[src/rtl/prog_counter_n.sv]
// Programmable up/down counter with step, inclusive limit, load/clear,
// wrap or one-shot modes, a terminal-count pulse and a sticky done flag.
module prog_counter_n #(
  parameter int WIDTH  = 8,
  parameter int STEP_W = 4
) (
  input  logic              clk,
  input  logic              rst_n,
  input  logic              en,
  input  logic              clr,
  input  logic              load,
  input  logic [WIDTH-1:0]  load_val,
  input  logic              up,
  input  logic [STEP_W-1:0] step,
  input  logic [WIDTH-1:0]  limit,
  input  logic              one_shot,
  output logic [WIDTH-1:0]  count,
  output logic              tc,
  output logic              done
);

  // One guard bit above the wider operand, so count+step never aliases.
  localparam int EXT_W = ((WIDTH > STEP_W) ? WIDTH : STEP_W) + 1;

  logic [WIDTH-1:0] count_q, count_d;
  logic             tc_q, tc_d;
  logic             done_q, done_d;

  logic [EXT_W-1:0] count_x, step_x, limit_x, sum_x, diff_x;

  assign count_x = EXT_W'(count_q);
  assign step_x  = EXT_W'(step);
  assign limit_x = EXT_W'(limit);
  assign sum_x   = count_x + step_x;
  assign diff_x  = count_x - step_x;

  always_comb begin
    // NOTE: every signal gets a default first so no path leaves it unassigned (no latch).
    count_d = count_q;
    tc_d    = 1'b0;
    done_d  = done_q;

    if (clr) begin
      count_d = '0;
      done_d  = 1'b0;
    end else if (load) begin
      count_d = load_val;
      done_d  = 1'b0;
    end else if (en && (step != '0) && !done_q) begin
      if (up) begin
        if (sum_x <= limit_x) begin
          count_d = WIDTH'(sum_x);
        end else begin
          tc_d = 1'b1;
          if (one_shot) begin
            count_d = limit;
            done_d  = 1'b1;
          end else begin
            count_d = '0;
          end
        end
      end else begin
        if (count_x >= step_x) begin
          count_d = WIDTH'(diff_x);
        end else begin
          tc_d = 1'b1;
          if (one_shot) begin
            count_d = '0;
            done_d  = 1'b1;
          end else begin
            count_d = limit;
          end
        end
      end
    end
  end

  // NOTE: sequential state uses non-blocking assignments so all flops update together.
  always_ff @(posedge clk or negedge rst_n) begin
    if (!rst_n) begin
      count_q <= '0;
      tc_q    <= 1'b0;
      done_q  <= 1'b0;
    end else begin
      count_q <= count_d;
      tc_q    <= tc_d;
      done_q  <= done_d;
    end
  end

  assign count = count_q;
  assign tc    = tc_q;
  assign done  = done_q;

endmodule

[config.mk]
export PLATFORM = sky130hd
export DESIGN_NAME = prog_counter_n
export DESIGN_NICKNAME = d
export VERILOG_FILES = /design/src/rtl/prog_counter_n.sv
export SDC_FILE = /design/constraint.sdc
export NUM_CORES = 1
export LEC_CHECK = 0
export CORE_MARGIN = 10
export CORE_UTILIZATION = 40
export CTS_BUF_LIST = sky130_fd_sc_hd__clkbuf_16
export DETAILED_ROUTE_END_ITERATION = 16
export DONT_BUFFER_PORTS = 1
export SYNTH_ARGS = -nofsm -noshare
export SYNTH_HDL_FRONTEND = slang
export SYNTH_SLANG_ARGS = --single-unit
[constraint.sdc]
create_clock -name clk -period 3.7 [get_ports clk]
set_input_delay 0.37 -clock clk [delete_from_list [all_inputs] [get_ports clk]]
set_output_delay 0.37 -clock clk [all_outputs]
set_load 0.05 [all_outputs]
## Yosys cells after proc, flatten, opt, wreduce, memory -nomap -nowiden

Cells that the tools add are included.
Widths: inputs -> output; s select.

- Flip-flop bits (word level): 10

- Add/sub/neg operators: 2
- $lt $le $gt $ge: 2
- Equality and inequality tests: 2
- Multiplexer cells: 21
- Reduce and logical (&&, ||, !) cells: 6

Operators with widths:

| operator | count |
|---|---|
| $mux 8 | 8 |
| $mux 1 | 13 |
| $add 8x4->9 | 1 |
| $le 9x8->1 | 1 |
| $ge 8x4->1 | 1 |
| $ne 4x4->1 const B | 2 |
| $sub 8x4->8 | 1 |
| $reduce_bool 4->1 | 1 |
| $reduce_and 3->1 | 1 |
| $reduce_bool 3->1 | 1 |
| $logic_and 1x1->1 | 2 |
| $logic_not 1->1 | 1 |

## Longest topological paths before layout

Gate-level depths: netlist (run 1).

- Word-level depth: 7
- Gate-level depth with buffers: 16

## Worst setup path before layout (run 1)

No wires, ideal clock.

- Kind: reg2reg
- From: register count_q[0] (netlist: count[0])
- To: register count_q[2] (netlist: count[2])
- Arrival: 3,568 ps
- Required time: 3,606 ps
- Setup slack: 38 ps
- Stages on the path, launching flop included: 16
- Period minus slack after synthesis: 3,662 ps
- Path through: dfrtp_1 ha_1 inv_1 fa_1 o21bai_1 a21o_1 nand3_1 xnor2_1 ha_1 nand4_1 or3_1 a21oi_1 or2_1 buf_6 mux2_1 a211oi_1

- Cells in the longest elaborated chain, start to end: 7

Ends and longest elaborated chain:

| item | line | text |
|---|---|---|
| start: declaration | 25 | `logic [WIDTH-1:0] count_q, count_d;` |
| start signal: assignment | 85 | `count_q <= count_d;` |
| $add 8x4->9 | 34 | `assign sum_x = count_x + step_x;` |
| $le 9x8->1 | 51 | `if (sum_x <= limit_x) begin` |
| $mux 8 | 51 |  |
| $mux 8 * | 50 | `if (up) begin` |
| $mux 8 * | 49 | `end else if (en && (step != '0) && !done_q) begin` |
| $mux 8 * | 46 | `end else if (load) begin` |
| $mux 8 * | 43 | `if (clr) begin` |

Mark *: on every way between the ends. The rest lies on a longest branch, timed or not. The select of a mux whose other input is x is not followed.
A chain may end at the register's enable or synchronous reset.

## Worst setup path in the final report (run 1)

Same ends and word-level chain as after synthesis.

==> results.toml, run 1 <==
[power_and_ir_drop]
power_density_nw_per_um2 = 396
switching_share_pct = 40.7
internal-power_uw = 401
share_comb_of_total_power_pct = 49.4
power_uw = 676
switchingPower_uw = 275
power_frac_clock_pct = 29.4
seqPwrFrac_pct = 21.2
peakVddDrop_mv = 0.171
cellLeakagePower_uw = 0.000755

[layout]
area_growth_pct = 6.14
final_cells = 250
fin_nets = 248
final_area_um2 = 1710
drive_gt1_share_pct = 11.4
antennaDiodeCount = 0

[run]
max-cap-violations = 0

[placement]
hpwl_um = 3930
place_area_um2 = 1610
post-place-ws_ps = 182
dp.cells = 245
port_buffers = 0
place_congestion = 0.878

[clocking]
cts_buffer_depth = 2
post_cts_buffers = 0
cts_sinks = 10
htreeDepth = 1
cts_buffers = 3
cts_tree = "built"
ctsRootBufferMaster = "clkbuf_16"
clkLatencyLatePin_ps = 240
clk_pin_slew_ps = 40

[floorplanning]
rows = 22
initial_core_util_pct = 42.7
coreArea_um2 = 3770
die_x_um = 83.4
die-area_um2 = 6960
die_h_um = 83.4
io_pins = 37

[global_routing]
grt_max_degree = 24
grt_pass1_wl_um = 7810
grtUsageTotal_pct = 13.4
grt.overflow.total = 0
antenna_found_initial = 0
grt_pass1_vias = 1486

[sta]
setup_viol = 0
fin_tns_setup_ps = 0
finalCritPeriodShare_pct = 92.9
post-route-min-period_ps = 3440
slew_viol_final = 0
max_slew_margin_pct = 54.4
rsz0062_at_grt = "false"
setup_slack_ps = 264
hold_viol_final = 0
fin_skew_ps = 1.35
clock.fmax_mhz = 291
tightest_slew_ps = 678

[worst_setup_path]
crit_type = "reg2reg"
reg2reg_depth = 14
r2r_start = "count[0]"
critPathLaunchType = "flop"
crit_slowest_cell = "fa_1"
cp-end-kind = "flop"
cp_top_family = "adder cells"
max_stage_delay_ps = 400
crit_top_cell = "ha_1"
crit_chain = "ha_1, inv_1, fa_1, o21bai_1, a21o_1, nand3_1, xnor2_1, ha_1, nand4_1, or3_1, a21oi_1, or2_4, mux2_1, a211oi_1"
timing.rr.end = "count[2]"
crit_required_ps = 3850
reg2reg_slack_ps = 260
cp.arrival_ps = 3590
cp_max_fo = 4
crit_buf_inv = 1

[hold_path]
hold_class = "in2reg"
worstHoldPathCells = 1
min_from = "clr"
hold_path_end = "count[2]"

[yosys]
synth-seq-cells = 10
synthArstFlopShare_pct = 100
synth_flop_cell = "dfrtp_1"
yosysWarningCount = 0
syn_area_per_cell_um2 = 8.01
syn_nets = 246
syn_area_um2 = 1610
yosysSeqAreaShare_pct = 15.6
ys_types = 55
synth_cells = 201
synth-edff-count = 0

[run_status]
status = "complete, no violations"

[detailed_routing]
via_per_inst = 5.98
drtIter0Drc = 135
num_vias = 1494
ant_nets = 0
dr.pass1.iters = 4
wl_per_cell_um = 19.7
drcViolationCount = 0
wl_um = 4910
[metal layers]
layer  up-vias  routed length [µm]  GRT usage (%)
met5         -                   0              0
met4         0                  32           3.93
met3         2                 416           4.88
met2        51                2370           22.9
met1       705                2100           15.3
li1        736                   -              -
[cells in the final DEF (no fill, tap or decap), drive strengths merged, types with 7 or more instances in the layout]
cell type	instances
nor3	7
inv	23
o21ai	7
nand2	8
ha	16
nor2	9
dfrtp	10
a21oi	21
buf	9
[worst register-to-register path, stage by stage, from the launching register on]
cell,delay [ps]
dfrtp_1,340
ha_1,190
inv_1,60
fa_1,400
o21bai_1,150
a21o_1,170
nand3_1,100
xnor2_1,170
ha_1,330
nand4_1,140
or3_1,370
a21oi_1,210
or2_4,190
mux2_1,330
a211oi_1,220
[kinds of logic after synthesis]
family | after synthesis | synth area share, %
flops | 10 | 15.6
xor+xnor | 8 | 4.35
mux | 5 | 3.27
simple gates | 59 | 21.0
compound gates | 65 | 27.8
fa+ha+maj | 18 | 14.9
buf+inv | 36 | 13.1
[cells in the mapped netlist (5+ instances only)]
| cell | number | area (µm²) |
|---|---|---|
| nor3_1 | 7 | 35.0 |
| nor2b_1 | 5 | 31.3 |
| ha_1 | 16 | 200 |
| xnor2_1 | 5 | 43.8 |
| a21oi_1 | 21 | 105 |
| nor2_1 | 9 | 33.8 |
| inv_1 | 22 | 82.6 |
| buf_6 | 6 | 67.6 |
| dfrtp_1 | 10 | 250 |
| a211oi_1 | 5 | 37.5 |
| o21ai_0 | 5 | 25.0 |
| nand2_1 | 8 | 30.0 |
[layout make-up]
class / instances / area (µm²)
Clock buffer: 3 / 75.1
Sequential cell: 10 / 250
Inverter: 23 / 86.3
Tap cell: 48 / 60.1
Multi-Input combinational cell: 155 / 1150
Clock inverter: 1 / 3.75
Timing Repair Buffer: 10 / 77.6
Fill cell: 368 / 2060
[stage by stage]
stage	util (%)	hold WS, ps
6_report	45.3	192
5_1_grt	45.3	190
4_1_cts	45.1	188
3_5_place_dp	42.7	74.9
3_3_place_gp	42.7	74.9
2_1_floorplan	-	74.4
[state kept, by name, indices dropped and copies added (netlist names)]
register,cells
tc,1
done,1
count,8
[power groups by stage]
stage | registers (µW) | logic [µW] | clock network [µW]
after floorplan | 171 | 244 | 0
after global routing | 145 | 364 | 206
final | 143 | 333 | 199
after CTS | 143 | 328 | 201
after detailed placement | 145 | 321 | 0
after global placement | 145 | 321 | 0
[how the worst max path moves through the flow]
stage,start,to,slack (ps),cells after the start
after global placement,step[0],count[2],300,14
after detailed placement,step[0],count[7],180,15
after global routing,count[0],count[7],30,15
after floorplan,count[0],count[2],40,15
final,count[0],count[2],260,14
after CTS,count[1],count[7],170,14
[what timing repair did]
| action | CTS | global route |
|---|---|---|
| resized for setup | 0 | 3 |
| setup endpoints to repair | 0 | 3 |
| endpoints found under the hold margin | 10 | 0 |
| hold buffers | 1 | 0 |
(Power assumes the default switching activity.)
==> inputs of run 2 (changes only) <==
Settings changed: RECOVER_POWER set to 100.
==> run 2 against run 1 <==
Effect of this change: die area is the same; combinational power shrank 2%; clock power is essentially flat; setup slack lost 51 ps; fmax shrank 1.5%; clock skew is essentially flat; final cell count is the same; critical path type unchanged; highest routed layer unchanged.
==> results.toml, run 2 (synthesis results as in run 1) <==
[layout]
final_common_cell = "inv_1"
area_growth_pct = 4.51
final_area_um2 = 1680
fin_util_pct = 44.6
final_cells = 250
largest_reg_flops = 8
antennaDiodeCount = 0
fillCellCount = 376
mostFrequentLayoutCells = "22 x inv_1, 21 x a21oi_1, 16 x ha_1"
fin_nets = 248
drive_gt1_share_pct = 7.92

[worst_setup_path]
crit_slowest_cell = "dfrtp_1"
critPathLaunchType = "flop"
crit_top_cell = "a21oi_1"
cp.arrival_ps = 3590
crit_chain = "inv_1, fa_1, o21bai_1, a21o_1, nand3_1, xnor2_1, ha_1, a211oi_1, o221a_2, a21oi_1, or2_4, buf_4, a21oi_1, o21ai_0"
cp_top_family = "compound AO/OA/AOI/OAI gates"
cp_max_fo = 6
crit_buf_inv = 2
cp-end-kind = "flop"
max_stage_delay_ps = 460
crit_required_ps = 3810
crit_type = "reg2reg"

[floorplanning]
die_x_um = 83.4
io_pins = 37
initial_core_util_pct = 42.7
rows = 22
die-area_um2 = 6960
coreArea_um2 = 3770
die_h_um = 83.4

[sta]
tightest_slew_ps = 784
post-route-min-period_ps = 3490
setup_slack_ps = 212
hold_viol_final = 0
fin_skew_ps = 0.868
max_slew_margin_pct = 47.8
slew_viol_final = 0
rsz0062_at_grt = "false"
fin_tns_setup_ps = 0
clock.fmax_mhz = 287
setup_viol = 0
finalCritPeriodShare_pct = 94.3

[clocking]
cts_buffer_depth = 2
cts_tree = "built"
clk_pin_slew_ps = 40
cts_sinks = 10
clkLatencyLatePin_ps = 240
post_cts_buffers = 0
htreeDepth = 1
ctsRootBufferMaster = "clkbuf_16"
cts_buffers = 3

[placement]
post-place-ws_ps = 182
dp.cells = 245
hpwl_um = 3930
place_congestion = 0.878
port_buffers = 0
place_area_um2 = 1610

[power_and_ir_drop]
switching_share_pct = 41.0
share_comb_of_total_power_pct = 48.9
internal-power_uw = 393
power_density_nw_per_um2 = 396
power_frac_clock_pct = 29.6
cellLeakagePower_uw = 0.000730
seqPwrFrac_pct = 21.5
switchingPower_uw = 273
peakVddDrop_mv = 0.175

[global_routing]
grt_max_degree = 24
grt.overflow.total = 0
grtUsageTotal_pct = 13.4
grt_pass1_wl_um = 7810
antenna_found_initial = 0
grt_pass1_vias = 1486

[hold_path]
hold_class = "in2reg"

[detailed_routing]
met1_length_um = 2110
dr_wl_met3_um = 392
ant_nets = 0
met2WireLength_um = 2380
drcViolationCount = 0
num_vias = 1480
dr.pass1.iters = 4
wl_um = 4920
wl_per_cell_um = 19.7
via_per_inst = 5.92
drtIter0Drc = 118
routed.top_layer = "met4"

[run_status]
status = "complete, no violations"

[run]
max-cap-violations = 0
-- run 2: changes by cell type in the layout (fill, tap and decap cells not counted) --
cell | previous run | this run
a21oi_2 | 1 | 0
clkbuf_1 | 0 | 6
o21ai_0 | 5 | 6
o21ai_1 | 2 | 1
buf_4 | 9 | 3
a21oi_1 | 20 | 21
-- run 2: per-layer routing --
layer,vias to the layer above,GRT usage (%)
li1,737,-
met4,0,3.93
met2,44,22.9
met5,-,0
met1,695,15.3
met3,4,4.88
-- run 2: timing repair --
action	CTS	global route
resized for setup	0	3
setup endpoints to repair	0	3
hold endpoints to repair	10	0
hold buffers	1	0
-- run 2: final cells by class --
type | count | area, µm² | area share [%]
Tap cell | 48 | 60.1 | 3.57
Clock buffer | 3 | 75.1 | 4.46
Inverter | 23 | 86.3 | 5.13
Clock inverter | 1 | 3.75 | 0.223
Sequential cell | 10 | 250 | 14.9
Multi-Input combinational cell | 155 | 1150 | 68.5
Timing Repair Buffer | 10 | 55.1 | 3.27
-- run 2: power by group through the flow --
stage / combinational, µW / clock [µW] / sequential [µW]
3_5_place_dp: 321 / 0 / 145
6_report: 325 / 197 / 143
3_3_place_gp: 321 / 0 / 145
2_1_floorplan: 244 / 0 / 171
4_1_cts: 328 / 201 / 143
5_1_grt: 356 / 206 / 145
-- run 2: through the flow --
step | hold WS, ps | power [µW]
6_report | 193 | 666
3_5_place_dp | 74.9 | 466
2_1_floorplan | 74.4 | 414
5_1_grt | 190 | 707
4_1_cts | 188 | 672
3_3_place_gp | 74.9 | 466
-- run 2: worst paths after layout --
path	start	end	slack, ps	cells past startpoint
hold / removal	clr	count[2]	190	1
min in group asynchronous	rst_n	tc	550	1
hold reg to reg	count[5]	count[5]	810	3
max in group asynchronous	rst_n	count[6]	2790	1
setup reg to reg	count[1]	done	210	14
setup / recovery	count[1]	done	210	14
==> inputs of run 3 (changes only) <==
Settings changed: MAX_ROUTING_LAYER set to met4.
==> run 3 against run 2 <==
Effect of this change: hold slack about the same; clock power hardly changed; total power about the same; via count is 0.68% higher; critical endpoint unchanged; highest routed layer unchanged; clock skew about the same; design area unchanged; global-route usage rose by 0.36 points.
==> results.toml, run 3 (synthesis results as in run 1) <==
[clocking]
cts_tree = "built"
cts_sinks = 10
clkLatencyLatePin_ps = 240
clk_pin_slew_ps = 40
ctsRootBufferMaster = "clkbuf_16"
cts_buffers = 3
cts_buffer_depth = 2
post_cts_buffers = 0
htreeDepth = 1

[power_and_ir_drop]
cellLeakagePower_uw = 0.000730
switchingPower_uw = 272
switching_share_pct = 40.9
share_comb_of_total_power_pct = 48.8
peakVddDrop_mv = 0.175
power_frac_clock_pct = 29.6
power_uw = 665
internal-power_uw = 393
power_density_nw_per_um2 = 396
seqPwrFrac_pct = 21.6

[layout]
drive_gt1_share_pct = 7.92
fin_nets = 248
area_growth_pct = 4.51
antennaDiodeCount = 0
final_common_cell = "inv_1"
largest_reg_flops = 8
mostFrequentLayoutCells = "22 x inv_1, 21 x a21oi_1, 16 x ha_1"

[run_status]
status = "complete, no violations"

[worst_setup_path]
critPathLaunchType = "flop"
crit_buf_inv = 2
crit_type = "reg2reg"
cp_max_fo = 6
cp_top_family = "compound AO/OA/AOI/OAI gates"
crit_slowest_cell = "dfrtp_1"
crit_required_ps = 3810
crit_chain = "inv_1, fa_1, o21bai_1, a21o_1, nand3_1, xnor2_1, ha_1, a211oi_1, o221a_2, a21oi_1, or2_4, buf_4, a21oi_1, o21ai_0"
cp-end-kind = "flop"
crit_cells = 14
reg2reg_depth = 14
crit_top_cell = "a21oi_1"
max_stage_delay_ps = 460
cp.arrival_ps = 3590

[sta]
finalCritPeriodShare_pct = 94.2
fin_skew_ps = 0.759
setup_viol = 0
rsz0062_at_grt = "false"
tightest_slew_ps = 790
slew_viol_final = 0
post-route-min-period_ps = 3480
clock.fmax_mhz = 287
hold_viol_final = 0
max_slew_margin_pct = 47.4
fin_tns_setup_ps = 0

[detailed_routing]
via_per_inst = 5.96
dr.pass1.iters = 4
num_vias = 1490
wl_um = 4910
drcViolationCount = 0
ant_nets = 0
drtIter0Drc = 118
wl_per_cell_um = 19.7

[run]
max-cap-violations = 0

[floorplanning]
initial_core_util_pct = 42.7
die_h_um = 83.4
io_pins = 37
rows = 22
coreArea_um2 = 3770
die_x_um = 83.4
die-area_um2 = 6960

[placement]
hpwl_um = 3930
port_buffers = 0
place_congestion = 0.893

[hold_path]
hold_class = "in2reg"
worstHoldPathCells = 1

[global_routing]
grt_pass1_vias = 1484
grtUsageTotal_pct = 13.8
grt_pass1_wl_um = 7800
antenna_found_initial = 0
grt_max_degree = 24
grt.overflow.total = 0
run 3: stage by stage:
step	setup slack [ps]	std cells	hold slack [ps]	area [µm²]	utilization (%)
floorplan	38.1	201	74.4	1610	-
global placement	300	245	74.9	1610	42.7
detailed placement	182	245	74.9	1610	42.7
CTS	166	250	188	1700	45.1
global route	21.6	250	190	1680	44.6
finish	215	250	192	1680	44.6
run 3: power groups by stage:
stage	Combinational (µW)	Clock [µW]	Sequential (µW)
floorplan	244	0	171
finish	325	197	144
global route	356	206	145
CTS	328	201	143
global placement	321	0	145
detailed placement	321	0	145
run 3: final timing paths:
path / startpoint / to / slack [ps]
min: clr / count[2] / 190
max reg2reg: count[1] / done / 220
min reg2reg: count[5] / count[5] / 810
max: count[1] / done / 220
max in group asynchronous: rst_n / count[7] / 2810
min in group asynchronous: rst_n / tc / 550
run 3: per-layer routing:
| metal | share of wire [%] | track usage (%) |
|---|---|---|
| met3 | 8.3 | 4.69 |
| met2 | 47 | 22.8 |
| met4 | 0.81 | 3.93 |
| met5 | 0 | - |
| met1 | 43 | 15.5 |
run 3: layout make-up:
cell class,instances,area (µm²)
Clock buffer,3,75.1
Clock inverter,1,3.75
Fill cell,376,2090
Tap cell,48,60.1
Timing Repair Buffer,10,55.1
Multi-Input combinational cell,155,1150
Inverter,23,86.3
Sequential cell,10,250
run 3: repair_timing:
item                                    4_1_cts  5_1_grt
hold buffers                                  1        0
endpoints found under the setup margin        0        3
endpoints found under the hold margin        10        0
gates resized for setup                       0        3
